$ cat config.mk
export PLATFORM = sky130hd
export DESIGN_NAME = riscv_hazard_ctrl
export DESIGN_NICKNAME = d
export VERILOG_FILES = /design/src/rtl/riscv_hazard_ctrl.sv
export SDC_FILE = /design/constraint.sdc
export NUM_CORES = 1
export LEC_CHECK = 0
export ABC_AREA = 1
export CAP_MARGIN = 20
export CORE_ASPECT_RATIO = 0.5
export CORE_MARGIN = 2
export CORE_UTILIZATION = 35
export DETAILED_ROUTE_END_ITERATION = 8
export SLEW_MARGIN = 20
export SYNTH_ARGS = -nofsm -noshare
export SYNTH_HDL_FRONTEND = slang
export SYNTH_SLANG_ARGS = --single-unit
$ cat constraint.sdc
create_clock -name clk -period 1.8 [get_ports clk]
set_input_delay 0.36 -clock clk [delete_from_list [all_inputs] [get_ports clk]]
set_output_delay 0.36 -clock clk [all_outputs]
set_load 0.01 [all_outputs]
$ cat src/rtl/riscv_hazard_ctrl.sv
// Pipeline hazard controller for a five-stage RISC-V core.
// Freezes the whole pipe on data-memory and mul/div waits, flushes on taken
// branches, inserts a bubble on load-use, injects a NOP on instruction-fetch
// wait, and keeps saturating stall/flush performance counters.
module riscv_hazard_ctrl #(
    parameter int CNT_W = 32
) (
    input  logic             clk,
    input  logic             rst_n,
    input  logic [4:0]       id_rs1,
    input  logic [4:0]       id_rs2,
    input  logic             id_use_rs1,
    input  logic             id_use_rs2,
    input  logic [4:0]       ex_rd,
    input  logic             ex_mem_read,
    input  logic             branch_taken,
    input  logic             imem_ready,
    input  logic             mem_req,
    input  logic             dmem_ready,
    input  logic             muldiv_op,
    input  logic             muldiv_done,
    output logic             pc_stall,
    output logic             if_id_stall,
    output logic             if_id_flush,
    output logic             id_ex_stall,
    output logic             id_ex_flush,
    output logic             ex_mem_stall,
    output logic             muldiv_go,
    output logic [CNT_W-1:0] stall_cnt,
    output logic [CNT_W-1:0] flush_cnt
);

    typedef enum logic [1:0] {
        RUN    = 2'd0,
        DWAIT  = 2'd1,
        MDWAIT = 2'd2
    } state_t;

    state_t           state_r;
    state_t           state_nxt_s;
    logic             dmiss_s;
    logic             freeze_s;
    logic             load_use_s;
    logic             br_flush_s;
    logic             pc_stall_s;
    logic             if_id_stall_s;
    logic             if_id_flush_s;
    logic             id_ex_stall_s;
    logic             id_ex_flush_s;
    logic             ex_mem_stall_s;
    logic             muldiv_go_s;
    logic [CNT_W-1:0] stall_cnt_r;
    logic [CNT_W-1:0] flush_cnt_r;

    // Load-use detection; x0 is hardwired so it can never create a dependency.
    always_comb begin
        load_use_s = 1'b0;
        if (ex_mem_read && (ex_rd != 5'd0) &&
            ((id_use_rs1 && (ex_rd == id_rs1)) || (id_use_rs2 && (ex_rd == id_rs2)))) begin
            load_use_s = 1'b1;
        end else begin
            load_use_s = 1'b0;
        end
    end

    // Next state, freeze condition and mul/div launch pulse; data wait wins over mul/div entry.
    always_comb begin
        state_nxt_s = state_r;
        freeze_s    = 1'b0;
        muldiv_go_s = 1'b0;
        dmiss_s     = mem_req && !dmem_ready;
        case (state_r)
            RUN: begin
                if (dmiss_s) begin
                    freeze_s    = 1'b1;
                    state_nxt_s = DWAIT;
                end else if (muldiv_op) begin
                    freeze_s    = 1'b1;
                    muldiv_go_s = 1'b1;
                    state_nxt_s = MDWAIT;
                end else begin
                    freeze_s    = 1'b0;
                    state_nxt_s = RUN;
                end
            end
            DWAIT: begin
                if (dmem_ready) begin
                    freeze_s    = 1'b0;
                    state_nxt_s = RUN;
                end else begin
                    freeze_s    = 1'b1;
                    state_nxt_s = DWAIT;
                end
            end
            MDWAIT: begin
                if (muldiv_done) begin
                    freeze_s    = 1'b0;
                    state_nxt_s = RUN;
                end else begin
                    freeze_s    = 1'b1;
                    state_nxt_s = MDWAIT;
                end
            end
            default: begin
                freeze_s    = 1'b0;
                state_nxt_s = RUN;
            end
        endcase
    end

    // Stall/flush decode: freeze, then branch redirect, then load-use bubble, then fetch NOP.
    always_comb begin
        pc_stall_s     = 1'b0;
        if_id_stall_s  = 1'b0;
        if_id_flush_s  = 1'b0;
        id_ex_stall_s  = 1'b0;
        id_ex_flush_s  = 1'b0;
        ex_mem_stall_s = 1'b0;
        br_flush_s     = 1'b0;
        if (freeze_s) begin
            pc_stall_s     = 1'b1;
            if_id_stall_s  = 1'b1;
            id_ex_stall_s  = 1'b1;
            ex_mem_stall_s = 1'b1;
        end else if (branch_taken) begin
            if_id_flush_s = 1'b1;
            id_ex_flush_s = 1'b1;
            br_flush_s    = 1'b1;
        end else if (load_use_s) begin
            pc_stall_s    = 1'b1;
            if_id_stall_s = 1'b1;
            id_ex_flush_s = 1'b1;
        end else if (!imem_ready) begin
            pc_stall_s    = 1'b1;
            if_id_flush_s = 1'b1;
        end else begin
            pc_stall_s = 1'b0;
        end
    end

    // State register; reset aborts any pending data or mul/div wait.
    always_ff @(posedge clk or negedge rst_n) begin
        if (!rst_n) begin
            state_r <= RUN;
        end else begin
            state_r <= state_nxt_s;
        end
    end

    // Saturating stall counter, counts every cycle the PC is held.
    always_ff @(posedge clk or negedge rst_n) begin
        if (!rst_n) begin
            stall_cnt_r <= {CNT_W{1'b0}};
        end else if (pc_stall_s && (stall_cnt_r != {CNT_W{1'b1}})) begin
            stall_cnt_r <= stall_cnt_r + {{(CNT_W-1){1'b0}}, 1'b1};
        end else begin
            stall_cnt_r <= stall_cnt_r;
        end
    end

    // Saturating flush counter, counts branch-redirect cycles only.
    always_ff @(posedge clk or negedge rst_n) begin
        if (!rst_n) begin
            flush_cnt_r <= {CNT_W{1'b0}};
        end else if (br_flush_s && (flush_cnt_r != {CNT_W{1'b1}})) begin
            flush_cnt_r <= flush_cnt_r + {{(CNT_W-1){1'b0}}, 1'b1};
        end else begin
            flush_cnt_r <= flush_cnt_r;
        end
    end

    assign pc_stall     = pc_stall_s;
    assign if_id_stall  = if_id_stall_s;
    assign if_id_flush  = if_id_flush_s;
    assign id_ex_stall  = id_ex_stall_s;
    assign id_ex_flush  = id_ex_flush_s;
    assign ex_mem_stall = ex_mem_stall_s;
    assign muldiv_go    = muldiv_go_s;
    assign stall_cnt    = stall_cnt_r;
    assign flush_cnt    = flush_cnt_r;

endmodule

# After elaboration in Yosys (flattened, before gate mapping)
# Index checks and enable logic that the tools add are counted.
# totals
rom_bits,0
mem_bits_rw,0
n_memories,0
latch_bits,0
out_inout_bits,71
elab_cells,50
regBits,66
# op_classes
bitwise_logic,0
magnitude_cmp,0
n_eq_ne,6
add_sub_neg,2
n_mul,0
div_mod_pow,0
shift,0
n_mux,28
reduce_logical,11
# op_table
cell,count
$add 32x1->32 const B,2
$ne 32x32->1 const B,2
$mux 1,23
$eq 5x5->1,2
$logic_and 1x1->1,7
$mux 2,3
$pmux 2 s3,1
$reduce_bool 5->1,1
$pmux 1 s3,1
$eq 2x1->1 const B,1
$eq 2x2->1 const B,1
$logic_not 2->1,1
$logic_not 1->1,1
$logic_or 1x1->1,1

# Depth between registers and ports, before layout
# depth
word_depth,9
mapped_depth,13
ltp_nobuf,12

# Worst setup path after synthesis
# Ideal clock, no wire load.
# synth_path
path_type,register -> register
startpoint,register flush_cnt_r[0] (netlist: flush_cnt[0])
endpoint,register flush_cnt_r[8] (netlist: flush_cnt[8])
required_time_ns,1.671
synth_period_minus_slack_ns,1.790
slack_ns,0.010
path_buffers,1
path_stages_with_launch,11
arrival_time_ns,1.661
setup_time_ns,0.129
cell_sequence,dfrtp_1 ha_1 nand3_1 nor3_2 nand2_2 nor2_4 nand2_2 nand2_4 buf_4 nor2_1 xor2_1
# synth_via
elab_chain_len,2
# synth_lines
item,line_no,source
from (decl),53,logic [CNT_W-1:0] flush_cnt_r;
from (signal assigned),164,flush_cnt_r <= {CNT_W{1'b0}};
from (signal assigned),166,"flush_cnt_r <= flush_cnt_r + {{(CNT_W-1){1'b0}}, 1'b1};"
from (signal assigned),168,flush_cnt_r <= flush_cnt_r;
"parallel branches: the longest is 2 deep, another holds $add 32x1->32",--,
# Parallel ways; which one is timed is not known.
# A chain may end at the register's enable or synchronous reset.

# Final worst setup path
# layout_path
startpoint,register state_r[0]
endpoint,output port if_id_flush
# layout_via
elab_chain_len,3
# layout_lines
item,line_no,source
from (decl),39,state_t state_r;
from (signal assigned),146,state_r <= state_nxt_s;
$eq 2x2->1 (tied with other cells),72,case (state_r)
$pmux 1 s3 *,72,
$mux 1 *,120,if (freeze_s) begin
to (decl),24,"output logic if_id_flush,"
# Every way passes the cells marked *; elsewhere a longest branch is shown, timed or not.

==> flow_metrics.env <==
export IMPL_grt_pass1_wl_um=20900
export IMPL_crit_buf_inv=2
export IMPL_drtIter0Drc=220
export IMPL_grt_use_total=0.198
export IMPL_synth_ff_type="dfrtp_1"
export IMPL_synth_seq_cells=66
export IMPL_worst_setup_path_end_kind="output port"
export IMPL_ir_drop_v=0.000620
export IMPL_dp_slack_ps=-731
export IMPL_crit_cells=6
export IMPL_grt_antenna_before_repair=0
export IMPL_slowest_stage="dfrtp_1"
export IMPL_finalHoldViolCount=0
export IMPL_die_width_um=161
export IMPL_yosysSeqAreaShare=0.385
export IMPL_rsz0062_at_grt="true"
export IMPL_hold_ws_ps=493
export IMPL_ys_types=28
export IMPL_power_leakage_nw=3.50
export IMPL_dr_total_vias=4748
export IMPL_drv_cap=0
export IMPL_fin_crit_sh=1.06
export IMPL_drt_first_pass_iters=5
export IMPL_routed_wl_um=13500
export IMPL_final_min_clock_period_ps=1910
export IMPL_final_cell_mix="nand2_1 (191), buf_4 (73), inv_1 (72)"
export IMPL_grt_max_degree=40
export IMPL_wl_per_cell_um=13.5
export IMPL_die_y_um=82.3
export IMPL_failed_checks="negative setup slack"
export IMPL_crit_fanout=3
export IMPL_h_tree_depth=3
export IMPL_clk_pin_slew_ps=60
export IMPL_drive_above_1_share=0.334
export IMPL_areaGrowthSynthToFinish_pct=70.5
export IMPL_hp_class="input port to asynchronous set/reset pin"
export IMPL_cp_top_family="compound AO/OA/AOI/OAI gates"
export IMPL_reg2reg_depth=12
export IMPL_core_area_um2=11900
export IMPL_timing_rr_end="flush_cnt[28]"
export IMPL_io_pins=97
export IMPL_final_setup_worst_slack_ps=-106
export IMPL_portBuffers=96
export IMPL_synth_cells=636
export IMPL_synth_top_area_frac=0.385
export IMPL_reg2reg_slack_ps=-90
export IMPL_post_route_drc_count=0
export IMPL_worst_pin_slew_ps=423
export IMPL_start_util=0.361
export IMPL_grt_pass1_vias=4497
export IMPL_status="finished, violations left"
export IMPL_num_nets_final=862
export IMPL_synth_area_leaders="dfrtp_1 (39%), nand2_1 (20%), inv_1 (7.7%), nand3_1 (7.0%), nor2_1 (5.9%)"
export IMPL_cts_sinks=66
export IMPL_synth_edf_count=0
export IMPL_fmax_mhz=525
export IMPL_skew_ps=7.99
export IMPL_cts_buffer_depth=2
export IMPL_startpoint="state_r[0]"
export IMPL_cts_tree="yes"
export IMPL_num_rows=28
export IMPL_yosysWarnings=0
export IMPL_power_density_nw_per_um2=758
export IMPL_place_congestion=0.917
export IMPL_fin_util=0.616
export IMPL_layout_commonest_cell="nand2_1"
export IMPL_root_buffer="clkbuf_16"
export IMPL_dpl_hpwl_um=9250
export IMPL_crit_required_ps=1440
export IMPL_r2r_start="flush_cnt[1]"
export IMPL_overflow=0
export IMPL_crit_type="flip-flop to output port"
export IMPL_synth_avg_cell_area_um2=6.74
export IMPL_synth_area_leader_cell="dfrtp_1"
export IMPL_slowest_delay_ps=410
export IMPL_ant_nets=0
export IMPL_via_per_inst=4.73
export IMPL_antenna_cells=0
export IMPL_arrival_ps=1550
export IMPL_crit_path_end="if_id_flush"
export IMPL_slew_limit_headroom=0.718
export IMPL_clock_latency_ps=330
export IMPL_synth_nets=664
export IMPL_cp_start_kind="flip-flop"
export IMPL_dieArea_um2=13200
export IMPL_syn_cell_area_um2=4290
export IMPL_cp_cell_sequence="o21ai_2 -> nand3_2 -> a31oi_1 -> inv_1 -> a21oi_2 -> buf_2"
export IMPL_report_final_slew_viol_count=0
export IMPL_cts_buffers=9
export IMPL_setup_violations=12
export IMPL_async_flop_share=1.00
[cells by family (layout without fill, tap and decap cells)]
kind of cell,count (synthesis),after routing,synth area share
AOI/OAI and AO/OA,15,15,0.0178
xor gates and xnor gates,35,35,0.0715
adders and majority gates,2,2,0.00583
buffers and inverters,105,308,0.101
DFF,66,66,0.385
and+or+nand+nor,413,413,0.419
[area by class of cell]
class                           instances  area [um^2]
Fill cell                            1025         4560
Multi-Input combinational cell        465         2870
Timing Repair Buffer                  200         1900
Sequential cell                        66         1650
Inverter                               92          363
Clock buffer                           11          243
Tap cell                              165          206
Clock inverter                          5         77.6
[metrics by stage]
step	instances	cell area, um^2	setup TNS (ps)	power [mW]
CTS	993	6450	-141	5.16
global route	1004	7310	-5830	5.80
global placement	963	5990	-28090	3.18
finish	1004	7310	-626	5.54
detailed placement	963	5990	-28890	3.21
floorplan	636	4290	0	2.42
[how the worst min path moves through the flow]
| stage | startpoint | endpoint | slack [ps] | cells after the start |
|---|---|---|---|---|
| floorplan | rst_n | flush_cnt[0] | 60 | 0 |
| global placement | rst_n | stall_cnt[25] | 320 | 1 |
| detailed placement | rst_n | stall_cnt[25] | 310 | 1 |
| CTS | dmem_ready | state_r[1] | 490 | 3 |
| global route | rst_n | stall_cnt[25] | 530 | 2 |
| finish | rst_n | stall_cnt[30] | 490 | 2 |
[Yosys cell counts (5+ instances only)]
cell	number
dfrtp_1	66
nand2_2	5
o21ai_0	7
nand2_1	226
nor3_1	26
o21ai_1	5
inv_1	88
buf_2	8
nand4_1	15
nand3_1	60
xor2_1	24
nor2_1	67
xnor2_1	11
[per-layer routing]
layer / global-route usage / vias to the layer above / part of all wire / routed length (um)
li1: - / 2388 / - / -
met1: 0.251 / 2244 / 0.45 / 6100
met2: 0.359 / 98 / 0.50 / 6800
met3: 0.0415 / 18 / 0.036 / 488
met4: 0.0387 / 0 / 0.011 / 151
met5: 0 / - / 0 / 0
[where the power goes]
part	internal (mW)	leakage, nW	total [mW]	switching, mW
registers	1.64	0.898	1.85	0.211
clock network	1.25	0.156	1.92	0.672
logic	0.941	2.45	1.77	0.833
[state kept, by name, summed over array words and instances (netlist names)]
register   count
flush_cnt     32
stall_cnt     32
state_r        2
[what timing repair did]
item / CTS / global route
gates resized for setup: 64 / 214
buffers inserted: 13 / 10
gates cloned: 0 / 3
pin swaps: 17 / 57
setup endpoints to repair: 50 / 76
hold buffers: 1 / 0
hold endpoints to repair: 13 / 0
Note: power is estimated with default switching activity, not from simulation.
